$ cat config.mk
export PLATFORM = sky130hd
export DESIGN_NAME = pc_sequencer
export DESIGN_NICKNAME = d
export VERILOG_FILES = /design/src/rtl/pc_pkg.sv /design/src/rtl/pc_ras.sv /design/src/rtl/pc_sequencer.sv
export SDC_FILE = /design/constraint.sdc
export NUM_CORES = 1
export LEC_CHECK = 0
export CELL_PAD_IN_SITES_DETAIL_PLACEMENT = 1
export CELL_PAD_IN_SITES_GLOBAL_PLACEMENT = 1
export CORE_AREA = 2 2 96 116
export CTS_CLUSTER_DIAMETER = 60
export DETAILED_ROUTE_END_ITERATION = 16
export DIE_AREA = 0 0 98 118
export GPL_TIMING_DRIVEN = 1
export HOLD_SLACK_MARGIN = 0.15
export MAX_ROUTING_LAYER = met4
export PLACE_DENSITY = 0.89
export SYNTH_ARGS = -nofsm -noshare
export SYNTH_HDL_FRONTEND = slang
export SYNTH_HIERARCHICAL = 1
export SYNTH_SLANG_ARGS = --single-unit
$ cat constraint.sdc
create_clock -name clk -period 3.9 [get_ports clk]
set_input_delay 0.78 -clock clk [delete_from_list [all_inputs] [get_ports clk]]
set_output_delay 0.78 -clock clk [all_outputs]
set_load 0.02 [all_outputs]
$ cat src/rtl/pc_pkg.sv
// rtl/pc_pkg.sv - shared defaults and next-PC source encoding for pc_sequencer
package pc_pkg;

  localparam logic [31:0] RESET_PC_DEF   = 32'h0040_0000;
  localparam logic [31:0] EXC_VECTOR_DEF = 32'h8000_0180;
  localparam int          STEP_DEF       = 4;

  // Where the next PC comes from, listed in decreasing priority.
  typedef enum logic [2:0] {
    EXC   = 3'd0,
    ERET  = 3'd1,
    REDIR = 3'd2,
    HOLD  = 3'd3,
    SEQ   = 3'd4
  } pc_src_e;

endpackage

$ cat src/rtl/pc_ras.sv
// rtl/pc_ras.sv - circular return-address stack, oldest entry overwritten when full
module pc_ras
  import pc_pkg::*;
#(
  parameter int             N         = 32,
  parameter int             DEPTH     = 4,
  parameter logic [N-1:0]   EMPTY_VAL = '0
) (
  input  logic         clk_i,
  input  logic         rst_i,
  input  logic         en_i,
  input  logic         push_i,
  input  logic         pop_i,
  input  logic [N-1:0] data_i,
  output logic [N-1:0] top_o,
  output logic         empty_o,
  output logic         full_o
);

  localparam int PW = $clog2(DEPTH);
  localparam int CW = PW + 1;

  logic [N-1:0]  mem_q [DEPTH];
  logic [PW-1:0] ptr_q, ptr_d;
  logic [CW-1:0] cnt_q, cnt_d;
  logic          wr_en;
  logic [PW-1:0] wr_idx;

  // Next pointer/count; the pointer wraps freely so a push when full lands on the oldest slot.
  always_comb begin
    ptr_d  = ptr_q;
    cnt_d  = cnt_q;
    wr_en  = 1'b0;
    wr_idx = ptr_q;
    if (en_i) begin
      if (push_i && pop_i) begin
        wr_en = 1'b1;
      end else if (push_i) begin
        ptr_d  = ptr_q + PW'(1);
        wr_idx = ptr_q + PW'(1);
        wr_en  = 1'b1;
        if (cnt_q != CW'(DEPTH)) cnt_d = cnt_q + CW'(1);
      end else if (pop_i && (cnt_q != '0)) begin
        ptr_d = ptr_q - PW'(1);
        cnt_d = cnt_q - CW'(1);
      end
    end
  end

  // Pointer and occupancy registers.
  always_ff @(posedge clk_i or posedge rst_i) begin
    if (rst_i) begin
      ptr_q <= '0;
      cnt_q <= '0;
    end else begin
      ptr_q <= ptr_d;
      cnt_q <= cnt_d;
    end
  end

  // Entry storage; contents are don't-care while count is zero, so no reset.
  always_ff @(posedge clk_i) begin
    if (wr_en) mem_q[wr_idx] <= data_i;
  end

  assign top_o   = (cnt_q != '0) ? mem_q[ptr_q] : EMPTY_VAL;
  assign empty_o = (cnt_q == '0);
  assign full_o  = (cnt_q == CW'(DEPTH));

endmodule

$ cat src/rtl/pc_sequencer.sv
// rtl/pc_sequencer.sv - program counter sequencer with exception/eret/redirect; PC_RAS_EN adds a return-address stack
module pc_sequencer
  import pc_pkg::*;
#(
  parameter int           N          = 32,
  parameter logic [N-1:0] RESET_PC   = N'(RESET_PC_DEF),
  parameter logic [N-1:0] EXC_VECTOR = N'(EXC_VECTOR_DEF),
  parameter int           STEP       = STEP_DEF,
  parameter int           RAS_DEPTH  = 4
) (
  input  logic         clk,
  input  logic         reset,
  input  logic         stall,
  input  logic         redirect_valid,
  input  logic [N-1:0] redirect_pc,
  input  logic         exc_req,
  input  logic         eret,
  input  logic         ras_push,
  input  logic         ras_pop,
  output logic [N-1:0] pc,
  output logic [N-1:0] pc_next_seq,
  output logic [N-1:0] epc,
  output logic         exc_taken,
  output logic         misaligned
`ifdef PC_RAS_EN
  ,
  output logic [N-1:0] ras_top,
  output logic         ras_empty,
  output logic         ras_full
`endif
);

  logic [N-1:0] pc_q, pc_d;
  logic [N-1:0] epc_q, epc_d;
  logic         exc_taken_q, exc_taken_d;
  logic         misaligned_q, misaligned_d;
  pc_src_e      src;
  logic         redir_bad;

  assign pc_next_seq = pc_q + N'(STEP);

  // Pick the next-PC source by fixed priority.
  always_comb begin
    if (exc_req)             src = EXC;
    else if (eret)           src = ERET;
    else if (redirect_valid) src = REDIR;
    else if (stall)          src = HOLD;
    else                     src = SEQ;
  end

  assign redir_bad = (src == REDIR) && (redirect_pc[1:0] != 2'b00);

  // Next-state: a misaligned redirect is folded into the exception path.
  always_comb begin
    pc_d         = pc_q;
    epc_d        = epc_q;
    exc_taken_d  = 1'b0;
    misaligned_d = redir_bad;
    case (src)
      EXC:     pc_d = EXC_VECTOR;
      ERET:    pc_d = epc_q;
      REDIR:   pc_d = redir_bad ? EXC_VECTOR : redirect_pc;
      HOLD:    pc_d = pc_q;
      default: pc_d = pc_next_seq;
    endcase
    if ((src == EXC) || redir_bad) begin
      epc_d       = pc_q;
      exc_taken_d = 1'b1;
    end
  end

  // State registers; reset drops any in-flight event.
  always_ff @(posedge clk or posedge reset) begin
    if (reset) begin
      pc_q         <= RESET_PC;
      epc_q        <= RESET_PC;
      exc_taken_q  <= 1'b0;
      misaligned_q <= 1'b0;
    end else begin
      pc_q         <= pc_d;
      epc_q        <= epc_d;
      exc_taken_q  <= exc_taken_d;
      misaligned_q <= misaligned_d;
    end
  end

  assign pc         = pc_q;
  assign epc        = epc_q;
  assign exc_taken  = exc_taken_q;
  assign misaligned = misaligned_q;

`ifdef PC_RAS_EN
  logic ras_en;

  // Call/return hints only count on an aligned redirect or a sequential step.
  assign ras_en = ((src == REDIR) && !redir_bad) || (src == SEQ);

  pc_ras #(
    .N         (N),
    .DEPTH     (RAS_DEPTH),
    .EMPTY_VAL (RESET_PC)
  ) u_ras (
    .clk_i   (clk),
    .rst_i   (reset),
    .en_i    (ras_en),
    .push_i  (ras_push),
    .pop_i   (ras_pop),
    .data_i  (pc_next_seq),
    .top_o   (ras_top),
    .empty_o (ras_empty),
    .full_o  (ras_full)
  );
`else
  logic          unused_ras_hints;
  localparam int unused_ras_depth = RAS_DEPTH;
  assign unused_ras_hints = ras_push ^ ras_pop;
`endif

endmodule

==> impl_metrics.sql, run 1 <==
INSERT INTO impl_metrics (metric_group, metric, value, unit) VALUES
('worst_hold_path', 'worstHoldPathType', 'flip-flop to flip-flop', ''),
('global_route', 'grt.overflow.total', '0', ''),
('timing', 'final.min_clock_period', '3.691', 'ns'),
('finish', 'design.final.nets', '520', ''),
('timing', 'report.final.setup_viol', '0', ''),
('routing', 'drt.antenna.violating_nets', '0', ''),
('global_route', 'grt_pass1_wl', '20200', 'µm'),
('routing', 'drc_violations_left', '0', ''),
('setup_path', 'cpLargestDelayFamily', 'simple AND/OR/NAND/NOR gates', ''),
('synthesis', 'syn-cell-area', '3563', 'µm²'),
('global_route', 'pin_count_of_the_biggest_net_entering_global_routing', '40', ''),
('routing', 'routed_wl', '12780', 'µm'),
('power', 'post-layout-total-power', '1.882', 'mW'),
('synthesis', 'postSynthRegisterBits', '66', ''),
('timing', 'drv_slew', '0', ''),
('finish', 'design_area', '5404', 'µm²'),
('setup_path', 'crit_path_cell_trace', 'ha_1, nand3_1, or4_4, nor3_2, xor2_1, clkdlybuf4s50_1', ''),
('global_route', 'via_count_of_the_first_global_routing_pass', '3651', ''),
('clock_network', 'cts-hold-fix-buffers', '0', ''),
('synthesis', 'avgSynthCellArea', '10.36', 'µm²'),
('routing', 'drt-met1-wl', '5248', 'µm'),
('power', 'power.density', '348.3', 'nW/µm²'),
('floorplanning', 'fp-row-count', '41', ''),
('timing', 'unrepaired_setup_endpoints_after_global_routing', 'false', ''),
('finish', 'insertedDiodeCount', '0', ''),
('power', 'ir_worst_vdd', '0.0002256', 'V'),
('timing', 'final.hold.worst_slack', '0.5188', 'ns'),
('clock_network', 'cts_tree', 'built', ''),
('synthesis', 'ys_seq_area_share', '46.42', '%'),
('routing', 'drt_first_pass_iters', '4', ''),
('setup_path', 'largest_incremental_delay_on_the_critical_path', '0.64', 'ns'),
('placement', 'port_buffers', '135', ''),
('routing', 'via_count', '3367', ''),
('setup_path', 'worstPathBufferInverterCount', '1', ''),
('clock_network', 'cts_buffers', '9', ''),
('outcome', 'outcome', 'completed', ''),
('timing', 'tns', '0', 'ns'),
('synthesis', 'synthesis.instances', '344', ''),
('power', 'leakage', '2.211', 'nW'),
('clock_network', 'cts-htree-levels', '3', ''),
('synthesis', 'ys_dominant_reg_cell', 'sky130_fd_sc_hd__dfrtp_1', ''),
('setup_path', 'critical_path.slowest_cell', 'sky130_fd_sc_hd__clkdlybuf4s50_1', ''),
('floorplanning', 'floorplan.die_area', '11560', 'µm²'),
('setup_path', 'timing.critical_path.from_type', 'flip-flop', ''),
('synthesis', 'ys_async_sr_fraction', '100.0', '%'),
('setup_path', 'path_max_fanout', '9', ''),
('routing', 'first_iter_violations', '144', ''),
('timing', 'timing.final.crit_share', '94.64', '%'),
('routing', 'routed.top_layer', 'met4', ''),
('clock_network', 'clk_pin_slew_worst_paths', '0.06', 'ns'),
('timing', 'max_freq', '270.9', 'MHz'),
('placement', 'place_worst_setup_slack', '0.4430', 'ns'),
('floorplanning', 'fp.coreArea', '10410', 'µm²'),
('setup_path', 'timing.critical_path.required', '3.12', 'ns'),
('synthesis', 'synth-warning-count', '6', ''),
('placement', 'detailed_place_hpwl', '9096', 'µm'),
('timing', 'hold_violations', '0', ''),
('synthesis', 'post_synth_num_cell_types', '45', ''),
('floorplanning', 'dieWidth', '98', 'µm'),
('finish', 'post_route_cells_drive_above_1_share', '14.49', '%'),
('clock_network', 'clock-sinks', '66', ''),
('synthesis', 'syn-num-nets', '385', ''),
('placement', 'routabilityCongestion', '0.8325', ''),
('routing', 'route.detailed.vias_per_inst', '5.502', ''),
('synthesis', 'dominant_cell_type_by_area_after_synthesis', 'sky130_fd_sc_hd__dfrtp_1', ''),
('setup_path', 'critical_setup_path_kind', 'flip-flop to output port', ''),
('finish', 'area_growth_syn_to_layout', '51.65', '%'),
('job', 'timing.max_cap.violations', '0', ''),
('setup_path', 'cp-end-kind', 'output port', ''),
('routing', 'met2WireLength', '6600', 'µm'),
('placement', 'placedInstanceArea', '5057', 'µm²');
==> metal layers <==
layer  up-vias  global-route usage, %
met1      1710                  26.88
met3        24                  3.385
li1       1511                      -
met5         -                      -
met2       122                  38.53
met4         0                  9.462
==> cells in the final DEF, fill, tap and decap left out, types with 2 or more instances in the layout <==
cell type                         netlist  layout
sky130_fd_sc_hd__a21o_1                 2       2
sky130_fd_sc_hd__a21oi_1                6       6
sky130_fd_sc_hd__a221o_1                6       6
sky130_fd_sc_hd__a222oi_1               2       2
sky130_fd_sc_hd__a22o_1                 9       9
sky130_fd_sc_hd__a22oi_1               18      18
sky130_fd_sc_hd__and3_1                 6       6
sky130_fd_sc_hd__and4_1                 3       3
sky130_fd_sc_hd__buf_4                  2      14
sky130_fd_sc_hd__bufinv_16              0       2
sky130_fd_sc_hd__clkbuf_1              14       2
sky130_fd_sc_hd__clkbuf_16              0       9
sky130_fd_sc_hd__clkbuf_8               0       2
sky130_fd_sc_hd__clkdlybuf4s50_1        0     135
sky130_fd_sc_hd__dfrtp_1               64      64
sky130_fd_sc_hd__dfstp_2                2       2
sky130_fd_sc_hd__inv_1                  8       7
sky130_fd_sc_hd__mux2_2                28      28
sky130_fd_sc_hd__nand2_1               19      19
sky130_fd_sc_hd__nand2b_1               2       2
sky130_fd_sc_hd__nand3_1               12      12
sky130_fd_sc_hd__nand4_1               10      10
sky130_fd_sc_hd__nor2_1                21      20
sky130_fd_sc_hd__nor3_1                 7       7
sky130_fd_sc_hd__nor3_2                 2       2
sky130_fd_sc_hd__nor4_1                 3       2
sky130_fd_sc_hd__nor4_2                 2       3
sky130_fd_sc_hd__o21ai_0               25      25
sky130_fd_sc_hd__or3_1                  2       2
sky130_fd_sc_hd__xnor2_1               28      28
sky130_fd_sc_hd__xor2_1                17      17
==> stage by stage <==
stage,cells,utilization (%)
floorplan,344,-
CTS,609,51.64
global placement,594,48.56
global route,612,51.89
detailed placement,594,48.56
finish,612,51.89
==> final cells by class <==
cell class | count | area (µm²)
Timing Repair Buffer | 149 | 1456
Sequential cell | 66 | 1654
Fill cell | 1146 | 5010
Clock buffer | 13 | 260.3
Multi-Input combinational cell | 245 | 1782
Tap cell | 129 | 161.4
Clock inverter | 2 | 60.06
Inverter | 8 | 30.03
==> state kept, by name, indices dropped and copies added, names as in the netlist <==
| name | cells |
|---|---|
| epc | 32 |
| exc_taken | 1 |
| misaligned | 1 |
| pc | 32 |
==> worst paths after layout <==
check                      cells past startpoint  startpoint              end  slack [ns]
setup / recovery                               6       pc[2]  pc_next_seq[28]        0.21
hold / removal                                 1      epc[0]            pc[0]        0.52
setup reg to reg                               6       pc[2]           pc[28]        1.59
hold reg to reg                                1      epc[0]            pc[0]        0.52
max in group asynchronous                      3       reset           epc[6]        2.07
min in group asynchronous                      2       reset            pc[9]        0.86
==> cells in the mapped netlist, types with 3 or more instances <==
cell and instances:
sky130_fd_sc_hd__nor3_1 7, sky130_fd_sc_hd__xor2_1 17, sky130_fd_sc_hd__nor4_1 3, sky130_fd_sc_hd__nand4_1 10
sky130_fd_sc_hd__a21oi_1 6, sky130_fd_sc_hd__and4_1 3, sky130_fd_sc_hd__o21ai_0 25, sky130_fd_sc_hd__nor2_1 21
sky130_fd_sc_hd__nand2_1 19, sky130_fd_sc_hd__clkbuf_1 14, sky130_fd_sc_hd__and3_1 6, sky130_fd_sc_hd__a22oi_1 18
sky130_fd_sc_hd__nand3_1 12, sky130_fd_sc_hd__buf_2 5, sky130_fd_sc_hd__mux2_2 28, sky130_fd_sc_hd__a22o_1 9
sky130_fd_sc_hd__dfrtp_1 64, sky130_fd_sc_hd__inv_1 8, sky130_fd_sc_hd__a221o_1 6, sky130_fd_sc_hd__xnor2_1 28
==> kinds of logic (layout without fill, tap and decap cells) <==
group | Yosys count | after routing | synth area share [%]
AND/OR/NAND/NOR | 98 | 98 | 14.96
AO/OA/AOI/OAI | 72 | 72 | 13.94
flip-flops | 66 | 66 | 46.42
XOR/XNOR | 45 | 45 | 11.06
buffers and inverters | 33 | 172 | 4.143
multiplexers | 29 | 29 | 9.129
adder cells (fa/ha/maj) | 1 | 1 | 0.3511
==> power by group <==
group | switching (mW) | internal (mW) | leakage [nW] | total (mW)
registers | 0.0301 | 0.709 | 0.879 | 0.739
clock network | 0.290 | 0.592 | 0.156 | 0.881
logic | 0.135 | 0.127 | 1.18 | 0.262
==> what timing repair did <==
action                                 in CTS  in global routing
setup buffers                               0                  3
resized for setup                           0                  1
endpoints found under the hold margin       0                  0
setup endpoints to repair                   0                  3
No activity file was read; power rests on OpenSTA's default activity.
==> run 2: changes to the inputs <==
- SKIP_LAST_GASP: default -> 1
==> results of run 2 <==
Final layout, timing and power as in run 1 (identical DEF).
